File: src/rtl/face_count_bcd_display.sv
`default_nettype none
// ============================================================================
// Module      : face_count_bcd_display
// Description : Counts rising edges of the face-detection flag, saturating at
//               SAT_MAX. A sequential shift-add-3 (double-dabble) engine turns
//               the count into four BCD digits for the 7-segment decoders.
//               Optional macro BLANK_LEADING_ZEROS_EN adds a registered
//               leading-zero blank mask on blank_o.
// Revision    : 1.0 - initial release
// ============================================================================
module face_count_bcd_display #(
  parameter int CNT_W   = 14,
  parameter int SAT_MAX = 9999
) (
  input  logic       clk,
  input  logic       rst_n,
  input  logic       det_i,
  input  logic       clr_i,
  output logic [3:0] dig0_o,
  output logic [3:0] dig1_o,
  output logic [3:0] dig2_o,
  output logic [3:0] dig3_o,
  output logic       busy_o,
  output logic       upd_o
`ifdef BLANK_LEADING_ZEROS_EN
  ,
  output logic [3:0] blank_o
`endif
);

  localparam int               c_bw   = $clog2(CNT_W + 1);
  localparam logic [CNT_W-1:0] c_sat  = CNT_W'(SAT_MAX);
  localparam logic [c_bw-1:0]  c_last = c_bw'(CNT_W - 1);

  typedef enum logic [1:0] {
    S_IDLE  = 2'd0,
    S_SHIFT = 2'd1,
    S_DONE  = 2'd2
  } state_t;

  state_t            r_state;
  state_t            w_next;
  logic              w_load;
  logic              r_det_q;
  logic              w_inc;
  logic              w_change;
  logic [CNT_W-1:0]  r_count;
  logic              r_dirty;
  logic [CNT_W-1:0]  r_sr;
  logic [15:0]       r_bcd;
  logic [c_bw-1:0]   r_bitcnt;
  logic [15:0]       w_adj;
  logic [CNT_W+15:0] w_cat;

  assign w_inc    = det_i & ~r_det_q;
  // The count only changes on a clear or a non-saturated increment.
  assign w_change = clr_i | (w_inc & (r_count < c_sat));
  assign busy_o   = (r_state != S_IDLE);

  // Edge detector history and saturating counter; clear wins over increment.
  always_ff @(posedge clk or negedge rst_n) begin
    if (!rst_n) begin
      r_det_q <= 1'b0;
      r_count <= '0;
    end else begin
      r_det_q <= det_i;
      if (clr_i) begin
        r_count <= '0;
      end else if (w_inc && (r_count < c_sat)) begin
        r_count <= r_count + 1'b1;
      end
    end
  end

  // Dirty flag: set on any count change; a load clears it unless a change
  // lands in the same cycle, since the snapshot then misses that change.
  always_ff @(posedge clk or negedge rst_n) begin
    if (!rst_n) begin
      r_dirty <= 1'b0;
    end else if (w_change) begin
      r_dirty <= 1'b1;
    end else if (w_load) begin
      r_dirty <= 1'b0;
    end
  end

  // FSM state register.
  always_ff @(posedge clk or negedge rst_n) begin
    if (!rst_n) begin
      r_state <= S_IDLE;
    end else begin
      r_state <= w_next;
    end
  end

  // FSM next-state decode and load strobe.
  always_comb begin
    w_next = r_state;
    w_load = 1'b0;
    case (r_state)
      S_IDLE: begin
        if (r_dirty) begin
          w_next = S_SHIFT;
          w_load = 1'b1;
        end
      end
      S_SHIFT: begin
        if (r_bitcnt == c_last) begin
          w_next = S_DONE;
        end
      end
      S_DONE: begin
        w_next = S_IDLE;
      end
      default: begin
        w_next = S_IDLE;
      end
    endcase
  end

  // Add-3 correction on every BCD nibble of 5 or more before the shift.
  for (genvar gi = 0; gi < 4; gi++) begin : g_adj
    assign w_adj[gi*4 +: 4] = (r_bcd[gi*4 +: 4] >= 4'd5) ?
                              (r_bcd[gi*4 +: 4] + 4'd3) : r_bcd[gi*4 +: 4];
  end

  // Joint left shift of {bcd, sr}; the discarded top bit is always zero.
  assign w_cat = {w_adj, r_sr} << 1;

  // Conversion datapath: snapshot on load, one double-dabble step per SHIFT cycle.
  always_ff @(posedge clk or negedge rst_n) begin
    if (!rst_n) begin
      r_sr     <= '0;
      r_bcd    <= '0;
      r_bitcnt <= '0;
    end else if (w_load) begin
      r_sr     <= r_count;
      r_bcd    <= '0;
      r_bitcnt <= '0;
    end else if (r_state == S_SHIFT) begin
      r_bcd    <= w_cat[CNT_W+15:CNT_W];
      r_sr     <= w_cat[CNT_W-1:0];
      r_bitcnt <= r_bitcnt + 1'b1;
    end
  end

  // Output digits only move in DONE, so partial conversions are never visible.
  always_ff @(posedge clk or negedge rst_n) begin
    if (!rst_n) begin
      dig0_o <= 4'd0;
      dig1_o <= 4'd0;
      dig2_o <= 4'd0;
      dig3_o <= 4'd0;
      upd_o  <= 1'b0;
    end else begin
      upd_o <= (r_state == S_DONE);
      if (r_state == S_DONE) begin
        dig0_o <= r_bcd[3:0];
        dig1_o <= r_bcd[7:4];
        dig2_o <= r_bcd[11:8];
        dig3_o <= r_bcd[15:12];
      end
    end
  end

`ifdef BLANK_LEADING_ZEROS_EN
  // Leading-zero blank mask, registered alongside the digits; units never blank.
  always_ff @(posedge clk or negedge rst_n) begin
    if (!rst_n) begin
      blank_o <= 4'b1110;
    end else if (r_state == S_DONE) begin
      blank_o <= {(r_bcd[15:12] == 4'd0),
                  (r_bcd[15:8]  == 8'd0),
                  (r_bcd[15:4]  == 12'd0),
                  1'b0};
    end
  end
`endif

endmodule
`default_nettype wire
File: config.mk
export PLATFORM = sky130hd
export DESIGN_NAME = face_count_bcd_display
export DESIGN_NICKNAME = d
export VERILOG_FILES = /design/src/rtl/face_count_bcd_display.sv
export SDC_FILE = /design/constraint.sdc
export NUM_CORES = 1
export LEC_CHECK = 0
export BUFFER_PORTS_ARGS = -buffer_cell sky130_fd_sc_hd__clkbuf_2
export CELL_PAD_IN_SITES_DETAIL_PLACEMENT = 0
export CELL_PAD_IN_SITES_GLOBAL_PLACEMENT = 1
export CORE_MARGIN = 10
export CORE_UTILIZATION = 43
export CTS_BUF_LIST = sky130_fd_sc_hd__clkbuf_16
export CTS_CLUSTER_DIAMETER = 60
export DETAILED_ROUTE_END_ITERATION = 16
export PLACE_DENSITY = 0.8
export SETUP_SLACK_MARGIN = 0.02
export SLEW_MARGIN = 20
export SYNTH_ARGS = -nofsm -noshare
export SYNTH_HDL_FRONTEND = slang
export SYNTH_SLANG_ARGS = --single-unit
File: constraint.sdc
create_clock -name clk -period 1.7 [get_ports clk]
set_clock_uncertainty 0.1 [all_clocks]
set_input_delay 0.34 -clock clk [delete_from_list [all_inputs] [get_ports clk]]
set_output_delay 0.34 -clock clk [all_outputs]
set_load 0.02 [all_outputs]
======== Word level (Yosys, flattened, before mapping) ========
Cells that the tools add are included.
word-level totals
  register bits after elaboration ......... 69
  input bits .............................. 4
  output and inout port bits .............. 18
  word-level logic and storage cells ...... 58
cells by class
  add/subtract/negate cells ............... 6
  magnitude comparators ................... 5
  eq/ne operators ......................... 5
  muxes and demuxes ....................... 19
  bitwise logic cells ..................... 4
  reduce and logical (&&, ||, !) cells .... 7
operators with widths
  cell                                                                count
  2-to-1 mux 14 bit                                                   4
  2-to-1 mux 16 bit                                                   2
  2-to-1 mux 4 bit                                                    5
  greater-or-equal comparator 4 x 3 -> 1 bit (second input constant)  4
  adder 14 x 1 -> 14 bit (second input constant)                      1
  less-than comparator 14 bit (second input constant)                 1
  adder 4 x 2 -> 4 bit (second input constant)                        3
  nonzero test 2 bit                                                  4
  adder 4 x 1 -> 4 bit (second input constant)                        1
  equality test 4 bit (second input constant)                         1
  2-to-1 mux 1 bit                                                    4
  2-to-1 mux 2 bit                                                    2
  != test 2 bit (second input constant)                               2
  one-hot mux 2 bit (2 select lines)                                  1
  adder 3 x 2 -> 3 bit (second input constant)                        1
  2-to-1 mux 3 bit                                                    1
  bitwise AND 1 bit                                                   2
  equality test 2 x 1 -> 1 bit (second input constant)                1
  equality test 2 bit (second input constant)                         1
  zero test 2 bit                                                     1
  AND reduction 2 bit                                                 1
  logical AND 1 bit                                                   1
  NOT 1 bit                                                           1
  bitwise OR 1 bit                                                    1

======== Depth between registers and ports, before layout ========
Gate-level depths: netlist (run 1).
  word-level depth ........................ 5
  depth in mapped cells ................... 6
  mapped depth without buffers ............ 6

======== Worst setup path before layout (run 1) ========
OpenSTA, ideal clock, no wires.
  kind .................................... flip-flop to flip-flop
  start point ............................. register r_count[7]
  end point ............................... register r_count[11]
  arrival ................................. 1.542 ns
  data required time ...................... 1.472 ns
  path slack .............................. -0.069 ns
  cell stages (with the launch flop) ...... 6
  period minus slack after synthesis ...... 1.769 ns
  cell sequence ........................... dfrtp_1 nor4_4 a21oi_2 buf_6 nor4b_4 mux2_1
on the way
  word-level cells in the longest chain between the ends .. 3
  elaborated cells between the ends (all ways) .. 6
  those cells by class .................... add/sub: 1; order compare: 1; mux: 2; reduce/logical: 2
RTL lines
  element                                                                       line    source
  start: declaration                                                            47      logic [CNT_W-1:0] r_count;
  start signal: assignment                                                      70      r_count <= r_count + 1'b1;
  adder 14 x 1 -> 14 bit / less-than comparator 14 bit (equally long branches)  70, 69
  2-to-1 mux 14 bit / logical AND 1 bit (equally long branches)                 69      end else if (w_inc && (r_count < c_sat)) begin
  2-to-1 mux 14 bit / nonzero test 2 bit (equally long branches)                n/a
Parallel ways exist; a longest one is shown, timed or not. The select of a mux whose other input is x is not followed.
A chain may end at the register's enable or synchronous reset.

======== Final worst setup path (run 1) ========
  start point ............................. register r_count[4]
  end point ............................... register r_count[7]
Same word-level chain as after synthesis.

==> results of run 1 <==
==> power by group through the flow <==
stage	clock network, mW	registers, mW	logic (mW)
2_1_floorplan	0	2.37	1.18
3_3_place_gp	0	2.34	1.77
3_5_place_dp	0	2.35	1.82
4_1_cts	2.00	2.33	1.88
5_1_grt	2.08	2.40	2.19
6_report	1.96	2.34	1.95
==> per-stage QoR <==
step	TNS [ns]	area [sq um]	util (%)	total power [mW]	setup slack (ns)
after CTS	-0.3607	4167	56.84	6.211	-0.07051
after global placement	-0.1826	3726	50.83	4.109	-0.09130
final	-0.4246	4253	58.01	6.251	-0.07237
after global routing	-0.9901	4253	58.01	6.672	-0.1388
after floorplan	-0.02760	3277	-	3.544	-0.009881
after detailed placement	-0.3949	3726	50.83	4.176	-0.1416
==> critical path, delay by kind of cell (launching register included) <==
kind | cells | cell delay (ns)
AND/OR/NAND/NOR | 2 | 0.78
buffers and inverters | 1 | 0.18
flip-flops | 1 | 0.42
AO/OA/AOI/OAI | 2 | 0.22
==> flip-flops by register name (all words and copies together) (netlist names), 2 cells and up <==
name      cells
r_bcd        16
r_count      14
r_sr         14
dig0_o        4
dig1_o        4
dig2_o        4
dig3_o        4
r_bitcnt      4
r_state       2
==> metal layers <==
metal | up-vias | track usage [%] | part of all wire, %
li1 | 1244 | - | -
met1 | 1250 | 14.72 | 46
met2 | 33 | 20.03 | 49
met3 | 7 | 4.551 | 4.9
met4 | 0 | 4.545 | 0.82
met5 | - | 0 | 0
==> cell families (layout without fill, tap and decap cells) <==
logic type | count (synthesis) | after routing | share of synthesized area, %
compound gates | 75 | 76 | 14.48
xor+xnor | 8 | 8 | 2.139
fa+ha+maj | 11 | 11 | 4.202
buf+inv | 29 | 93 | 3.590
flops | 69 | 69 | 52.71
mux | 15 | 15 | 5.118
simple gates | 109 | 109 | 17.76
==> placed cells by master (no fill, tap or decap), types with 2 or more instances in the layout <==
cell         n
o21ai_0     26
nand2_1     45
or4_1        5
buf_12       3
inv_2        4
a21oi_2     10
nor2b_1      3
ha_2         3
nor2_1       7
xor2_1       4
inv_1        9
nor2b_2      2
nand2b_1     5
and3_1       2
clkinvlp_4   2
a21oi_1      5
a21oi_4      2
a32o_1       4
dfrtp_1     68
a22oi_1     12
ha_1         7
clkbuf_16    9
bufinv_16    2
buf_4       39
nand2_2      2
nand3_2      3
clkbuf_2    19
mux2_2      13
o31ai_1     13
nand3_1     17
xnor2_1      4
nand4_1      3
or3_1        2
==> path summary, 6_finish.rpt <==
path	from	endpoint	slack, ns	cells past startpoint
min	det_i	r_det_q	0.03	1
max reg2reg	r_count[4]	r_count[7]	-0.07	5
min in group asynchronous	rst_n	r_bcd[15]	0.46	3
min reg2reg	dig3_o[0]	dig3_o[0]	0.37	2
max in group asynchronous	rst_n	r_count[4]	0.72	3
max	r_count[4]	r_count[7]	-0.07	5
==> repair_timing <==
item	CTS	global route
pin swaps	10	8
endpoints found under the setup margin	13	36
hold endpoints to repair	69	0
gates resized for setup	12	24
gates cloned	1	0
setup buffers	7	2
hold buffers	1	0
==> cell type report <==
type                       count  area [sq um]  area share (%)
clock inverter                 7         91.34           2.148
sequential                    69          1728           40.63
tap                           99         123.9           2.913
inverter                      12         45.04           1.059
clock buffer                   9         225.2           5.296
multi-input combinational    219          1558           36.63
timing repair buffer          65         481.7           11.33
==> flow_metrics.py, run 1 <==
metrics = {
    "synthesis": {
        "yosysTopAreaCell": "dfrtp_1",
        "synth_most_common_cell": "dfrtp_1",
        "ys_seq_area_share_pct": 52.71,
        "syn_avg_cell_area_sq_um": 10.37,
        "synth_edf_count": 0,
        "syn-cell-area_sq_um": 3276,
        "synth_nets": 331,
        "synth_top_cells_by_count": "dfrtp_1, nand2_1, o21ai_0, nand3_1, a21oi_1",
        "synthFlopType": "dfrtp_1",
        "synth_top_area_share_pct": 52.71,
        "ys_ff_latch": 69,
        "ys_async_sr_fraction_pct": 100.0,
        "synth_cell_types": 40,
        "yosysWarningCount": 0,
        "synthTopCellsByArea": "dfrtp_1, nand2_1, mux2_2",
        "syn_inst": 316,
    },
    "global_route": {
        "antenna_found_initial": 0,
        "grt_pass1_wl_um": 11780,
        "grt_start_max_net_pins": 70,
        "gr-total-overflow": 0,
        "track_usage_pct": 12.38,
        "grt_pass1_vias": 2536,
    },
    "floorplan": {
        "core_area_sq_um": 7331,
        "io_pins": 22,
        "initial_utilization_pct": 44.68,
        "die_h_um": 107.3,
        "dieArea_sq_um": 11510,
        "die_x_um": 107.3,
        "rows": 31,
    },
    "cells_and_area": {
        "area_growth_pct": 29.83,
        "nets": 391,
        "layoutNonFillerInstCount": 480,
        "diodes": 0,
        "fill_cells": 624,
        "drive_above_1_share_pct": 34.12,
    },
    "timing": {
        "fin_crit_sh_pct": 104.3,
        "setup_viol": 9,
        "hold_viol": 0,
        "fmax_ghz": 0.5642,
        "layout_min_cycle_time_ns": 1.772,
        "rsz0062_at_grt": "yes",
        "worst_slew_margin_rel_pct": 70.67,
        "worst_pin_slew_ns": 0.4399,
        "drv_slew": 0,
        "holdWs_ns": 0.03496,
        "final.setup.worst_slack_ns": -0.07237,
    },
    "pwr": {
        "p_int_mw": 4.223,
        "power_frac_seq_pct": 37.5,
        "p_per_area_nw_per_um2": 1470,
        "clkPwrFrac_pct": 31.3,
        "ir_worst_vdd_v": 0.0006766,
        "leakage_nw": 1.959,
        "swShare_pct": 32.43,
        "total_switching_power_mw": 2.027,
        "p_comb_share_pct": 31.2,
    },
    "cts": {
        "cts_inserted_buffers": 9,
        "cts_tree": "done",
        "clockBufferDepth": 2,
        "clkLatencyLatePin_ns": 0.32,
        "cts_root_buf": "clkbuf_16",
        "htreeDepth": 3,
        "cts.sinks": 69,
        "clk_pin_slew_ns": 0.05,
    },
    "routing": {
        "wl_per_cell_um": 13.98,
        "drc": 0,
        "ant_nets": 0,
        "via_count": 2534,
        "drtIter0Drc": 88,
        "firstDrtPassIters": 4,
        "avgViaCountPerCell": 5.279,
        "wirelength_um": 6709,
    },
    "worst_setup_path": {
        "path_cells": "nor4_4 -> buf_4 -> a21oi_4 -> or4_4 -> a21oi_2",
        "arrival_ns": 1.92,
        "required_ns": 1.85,
        "cpPeakStageDelay_ns": 0.52,
        "critPathCaptureType": "register",
        "cp_max_fo": 5,
        "crit_slowest_cell": "or4_4",
        "setup.worst_path.class": "register to register",
        "start_kind": "register",
    },
    "run_status": {
        "violations": "setup timing",
        "status": "complete, but fails checks",
    },
    "job": {
        "max-cap-violations": 0,
    },
    "placed_design": {
        "numPortBuffers": 21,
        "place.gp.congestion": 0.8201,
        "dpl.hpwl_um": 4419,
        "dp.cells": 453,
    },
    "hold_path": {
        "hp-class": "primary input to register",
    },
}
Note: power is estimated with default switching activity, not from simulation.
==> run 2, diff against run 1 <==
Settings changed: CORE_UTILIZATION 43 to 51, GPL_TIMING_DRIVEN set to 0, PLACE_DENSITY 0.8 to 0.89.
Clock period 1.7 ns to 2.3 ns, I/O delays scaled along.
==> run 2 against run 1 <==
Compared with the run above: the run now ends clean; highest routed layer unchanged; die area is 13% lower; cell area is 11% lower; total power is 33% lower; sequential share of layout area is 5.1 points higher; routed wire length is 0.63% lower; critical path type unchanged; global-route usage is 1.5 points higher; largest power group unchanged; sequential power is 26% lower; first-iteration DRC count is 5.7% lower; non-clock buffer count is 26 lower.
==> flow_metrics.py, run 2 (synthesis gave the netlist of run 1 again) <==
metrics = {
    "placed_design": {
        "postPlaceCellArea_sq_um": 3495,
        "place.gp.congestion": 0.8344,
        "pre_cts_ws_ns": 0.2344,
        "numPortBuffers": 20,
        "dpl.hpwl_um": 4742,
    },
    "worst_setup_path": {
        "start_kind": "register",
        "regToRegEndpoint": "r_count[9]",
        "critPathCaptureType": "register",
        "crit_start": "r_count[7]",
        "arrival_ns": 2.06,
        "required_ns": 2.40,
        "cp_max_fo": 6,
        "endpoint": "r_count[9]",
        "rrSetupSlack_ns": 0.34,
        "r2r-start": "r_count[7]",
        "setup.worst_path.class": "register to register",
        "r2r_cells": 4,
    },
    "routing": {
        "ant_nets": 0,
        "wl_per_cell_um": 15.54,
        "drc": 0,
        "firstDrtPassIters": 4,
        "avgViaCountPerCell": 5.732,
        "via_count": 2459,
        "drtIter0Drc": 83,
        "wirelength_um": 6667,
    },
    "job": {
        "max-cap-violations": 0,
    },
    "cts": {
        "clk_pin_slew_ns": 0.05,
        "clockBufferDepth": 2,
        "cts_root_buf": "clkbuf_16",
        "clkLatencyLatePin_ns": 0.32,
        "htreeDepth": 3,
        "cts_resized": 0,
        "cts_inserted_buffers": 9,
        "ctsHoldBuffers": 1,
        "cts.sinks": 69,
        "cts_setup_buffers": 0,
        "cts_tree": "done",
    },
    "global_route": {
        "met1_usage_pct": 16.28,
        "met3_usage_pct": 4.808,
        "globalRouteMet2Util_pct": 22.21,
        "gr-total-overflow": 0,
        "grt_start_max_net_pins": 42,
        "busiest_layer": "met2",
        "antenna_found_initial": 0,
        "track_usage_pct": 13.90,
        "grt_pass1_wl_um": 11300,
        "grt_pass1_vias": 2433,
    },
    "timing": {
        "hold_viol": 0,
        "fin_crit_sh_pct": 85.15,
        "drv_slew": 0,
        "final.setup.worst_slack_ns": 0.3415,
        "holdWs_ns": 0.1547,
        "rsz0062_at_grt": "no",
        "worst_pin_slew_ns": 0.5101,
        "finalSetupTns_ns": 0,
        "setup_viol": 0,
        "layout_min_cycle_time_ns": 1.958,
        "fmax_ghz": 0.5106,
        "worst_slew_margin_rel_pct": 65.99,
    },
    "floorplan": {
        "core_area_sq_um": 6277,
        "dieArea_sq_um": 10030,
        "io_pins": 22,
        "initial_utilization_pct": 52.18,
        "die_h_um": 100.1,
        "rows": 29,
        "die_x_um": 100.1,
    },
    "cells_and_area": {
        "top_regs": "r_bcd: 16 flops, r_count: 14 flops, r_sr: 14 flops",
        "drive_above_1_share_pct": 15.63,
        "top_register": "r_bcd",
        "mostFrequentLayoutCells": "dfrtp_1, nand2_1, o21ai_0",
        "largest_reg_flops": 16,
        "design_area_sq_um": 3776,
        "diodes": 0,
        "nets": 364,
        "final_core_util_pct": 60.16,
        "final_common_cell": "dfrtp_1",
        "area_growth_pct": 15.28,
        "fill_cells": 559,
    },
    "pwr": {
        "power_frac_seq_pct": 41.0,
        "p_comb_share_pct": 28.8,
        "swShare_pct": 33.20,
        "ir_worst_vdd_v": 0.0007482,
        "leakage_nw": 1.750,
        "p_int_mw": 2.816,
        "clkPwrFrac_pct": 30.2,
        "p_per_area_nw_per_um2": 1117,
        "total_switching_power_mw": 1.400,
    },
    "run_status": {
        "status": "finished, final reports clean",
    },
    "hold_path": {
        "hp-class": "primary input to register",
    },
}
[run 2: cell types whose count changed in the layout (fill, tap and decap cells not counted), sizes merged]
| cell | before | now |
|---|---|---|
| clkinvlp | 2 | 0 |
| inv | 13 | 14 |
| bufinv | 2 | 1 |
| clkbuf | 29 | 43 |
| buf | 44 | 4 |
| a21oi | 17 | 16 |
[run 2: layer usage]
metal | wire, um | vias to the layer above | share of wire, %
met2 | 3295 | 45 | 49
met1 | 2922 | 1211 | 44
li1 | - | 1192 | -
met4 | 89 | 0 | 1.3
met5 | 0 | - | 0
met3 | 360 | 11 | 5.4
[run 2: worst min-delay path by stage]
stage / start / endpoint / slack [ns] / cells past startpoint
after floorplan: rst_n / dig0_o[0] / 0.06 / 0
after global placement: r_sr[12] / r_sr[12] / 0.36 / 2
after detailed placement: rst_n / r_bcd[15] / 0.34 / 1
after CTS: det_i / r_det_q / 0.14 / 1
after global routing: det_i / r_det_q / 0.14 / 1
final: det_i / r_det_q / 0.15 / 1
[run 2: cell type report]
class / instances / area (sq um) / area share, %
sequential: 69 / 1727 / 45.73
multi-input combinational: 218 / 1431 / 37.91
clock buffer: 9 / 225.2 / 5.964
timing repair buffer: 22 / 132.6 / 3.512
tap: 77 / 96.34 / 2.551
buffer: 17 / 72.57 / 1.922
clock inverter: 5 / 46.29 / 1.226
inverter: 12 / 45.04 / 1.193
[run 2: stage by stage]
stage	total power [mW]	std cells
finish	4.216	429
floorplan	2.619	316
global route	4.515	429
CTS	4.270	429
detailed placement	2.976	414
global placement	2.919	413
[run 2: critical path, cell delays in order, from the launching register on]
cell	delay, ns
dfrtp_1	0.46
nor4_4	0.32
a21oi_2	0.14
nor4b_1	0.43
mux2_2	0.38
[run 2: power by group through the flow]
stage / Sequential (mW) / Combinational [mW] / Clock (mW)
after floorplan: 1.75 / 0.869 / 0
after global placement: 1.73 / 1.19 / 0
after detailed placement: 1.75 / 1.23 / 0
after CTS: 1.73 / 1.24 / 1.30
after global routing: 1.77 / 1.39 / 1.35
final: 1.73 / 1.22 / 1.27
==> run 3, diff against run 2 <==
Settings changed: BUFFER_PORTS_ARGS -buffer_cell sky130_fd_sc_hd__clkbuf_2 to unset, CORE_UTILIZATION 51 to 54, DONT_BUFFER_PORTS set to 1.
==> run 3 against run 2 <==
Compared with the run above: die area fell by 4.5%; sequential share of layout area rose by 0.49 points; routed wire length rose by 4.4%; combinational power fell by 8%; flip-flop and latch count did not move; worst hold slack got worse by 0.093 ns; utilization rose by 2.9 points; critical path type unchanged.
==> flow_metrics.py, run 3 (synthesis gave the netlist of run 1 again) <==
metrics = {
    "hold_path": {
        "worst_hold_path.num_cells": 0,
        "hp-class": "primary input to register",
    },
    "cts": {
        "cts_setup_buffers": 0,
        "htreeDepth": 3,
        "cts_root_buf": "clkbuf_16",
        "clkLatencyLatePin_ns": 0.33,
        "clockBufferDepth": 2,
        "cts.sinks": 69,
        "clk_pin_slew_ns": 0.05,
        "cts_tree": "done",
        "cts_inserted_buffers": 9,
    },
    "worst_setup_path": {
        "rrSetupSlack_ns": 0.35,
        "arrival_ns": 2.06,
        "path_cells": "ha_1 -> nand3_1 -> a21oi_2 -> buf_6 -> nor4b_4 -> mux2_1",
        "regToRegEndpoint": "r_count[11]",
        "required_ns": 2.41,
        "r2r_cells": 6,
        "cpPeakStageDelay_ns": 0.45,
        "crit_start": "r_count[0]",
        "endpoint": "r_count[11]",
        "start_kind": "register",
        "crit_slowest_cell": "dfrtp_1",
        "critPathCaptureType": "register",
        "setup.worst_path.class": "register to register",
        "cp_max_fo": 10,
        "r2r-start": "r_count[0]",
    },
    "cells_and_area": {
        "top_register": "r_bcd",
        "seq_area_sq_um": 1727,
        "fill_cells": 470,
        "multi_input_area_sq_um": 1431,
        "drive_above_1_share_pct": 11.41,
        "diodes": 0,
        "final_common_cell": "dfrtp_1",
        "nets": 344,
        "layoutNonFillerInstCount": 408,
        "mostFrequentLayoutCells": "dfrtp_1, nand2_1, o21ai_0",
        "area_growth_pct": 14.06,
        "final_core_util_pct": 63.10,
        "largest_reg_flops": 16,
        "top_regs": "r_bcd: 16 flops, r_count: 14 flops, r_sr: 14 flops",
    },
    "timing": {
        "holdWs_ns": 0.06150,
        "fmax_ghz": 0.5122,
        "setup_viol": 0,
        "worst_pin_slew_ns": 0.5833,
        "fin_crit_sh_pct": 84.88,
        "hold_viol": 0,
        "rsz0062_at_grt": "no",
        "drv_slew": 0,
        "worst_slew_margin_rel_pct": 61.11,
        "finalSetupTns_ns": 0,
        "final.setup.worst_slack_ns": 0.3478,
        "layout_min_cycle_time_ns": 1.952,
    },
    "routing": {
        "wl_per_cell_um": 17.06,
        "via_count": 2447,
        "firstDrtPassIters": 4,
        "wirelength_um": 6960,
        "drc": 0,
        "avgViaCountPerCell": 5.998,
        "drtIter0Drc": 105,
        "ant_nets": 0,
    },
    "job": {
        "max-cap-violations": 0,
    },
    "pwr": {
        "swShare_pct": 32.47,
        "clkPwrFrac_pct": 34.4,
        "total_switching_power_mw": 1.449,
        "ir_worst_vdd_v": 0.0006032,
        "p_comb_share_pct": 25.0,
        "power_frac_seq_pct": 40.5,
        "leakage_nw": 1.687,
        "p_per_area_nw_per_um2": 1194,
        "p_int_mw": 3.013,
    },
    "global_route": {
        "grt_pass1_wl_um": 11790,
        "grt_pass1_vias": 2403,
        "track_usage_pct": 14.50,
        "gr-total-overflow": 0,
        "antenna_found_initial": 0,
        "grt_start_max_net_pins": 70,
    },
    "floorplan": {
        "rows": 28,
        "core_area_sq_um": 5921,
        "die_x_um": 97.89,
        "dieArea_sq_um": 9581,
        "io_pins": 22,
        "initial_utilization_pct": 55.33,
        "die_h_um": 97.89,
    },
    "placed_design": {
        "dp.cells": 391,
        "dpl.hpwl_um": 4564,
        "numPortBuffers": 0,
        "pre_cts_ws_ns": 0.4046,
        "place.gp.congestion": 0.8195,
    },
    "run_status": {
        "status": "finished, final reports clean",
    },
}
-- run 3: routing by layer --
| layer | up-vias | global-route usage [%] | share of wire (%) |
|---|---|---|---|
| met5 | - | 0 | 0 |
| met4 | 0 | 7.047 | 2.1 |
| met3 | 16 | 3.876 | 4.6 |
| met2 | 49 | 24.11 | 49 |
| met1 | 1226 | 16.89 | 45 |
| li1 | 1156 | - | - |
-- run 3: worst max-delay path: cells and delay by family, from the launching register on --
kind / cells / cell delay (ns)
buf+inv: 1 / 0.17
simple gates: 2 / 0.39
mux: 1 / 0.34
flops: 1 / 0.45
compound gates: 1 / 0.11
fa+ha+maj: 1 / 0.28
-- run 3: how the worst min path moves through the flow --
stage / start / end / slack, ns
floorplan: rst_n / dig0_o[0] / 0.06
global placement: rst_n / dig3_o[3] / 0.07
detailed placement: rst_n / dig3_o[3] / 0.07
CTS: det_i / r_det_q / 0.06
global route: det_i / r_det_q / 0.06
finish: det_i / r_det_q / 0.06
-- run 3: area by class of cell --
| type | count | share of cell area (%) |
|---|---|---|
| multi-input cells | 218 | 38.31 |
| clock buffers | 9 | 6.028 |
| flip-flops and latches | 69 | 46.22 |
| repair buffers | 2 | 1.005 |
| clock inverters | 6 | 2.780 |
| plain buffers | 17 | 1.942 |
| inverters | 12 | 1.206 |
| well taps | 75 | 2.512 |
-- run 3: repair_timing --
action,4_1_cts,5_1_grt
gates resized for setup,0,0
endpoints found under the hold margin,69,0
hold buffers,2,0
-- run 3: power groups by stage --
stage	Combinational, mW	Clock (mW)	Sequential, mW
6_report	1.12	1.54	1.81
5_1_grt	1.28	1.60	1.85
3_3_place_gp	1.03	0	1.81
4_1_cts	1.12	1.56	1.81
3_5_place_dp	1.07	0	1.83
2_1_floorplan	0.869	0	1.75
-- run 3: through the flow --
step                power [mW]  instance area, sq um
finish                   4.462                  3736
global route             4.727                  3736
CTS                      4.477                  3736
detailed placement       2.896                  3369
global placement         2.848                  3369
floorplan                2.619                  3276
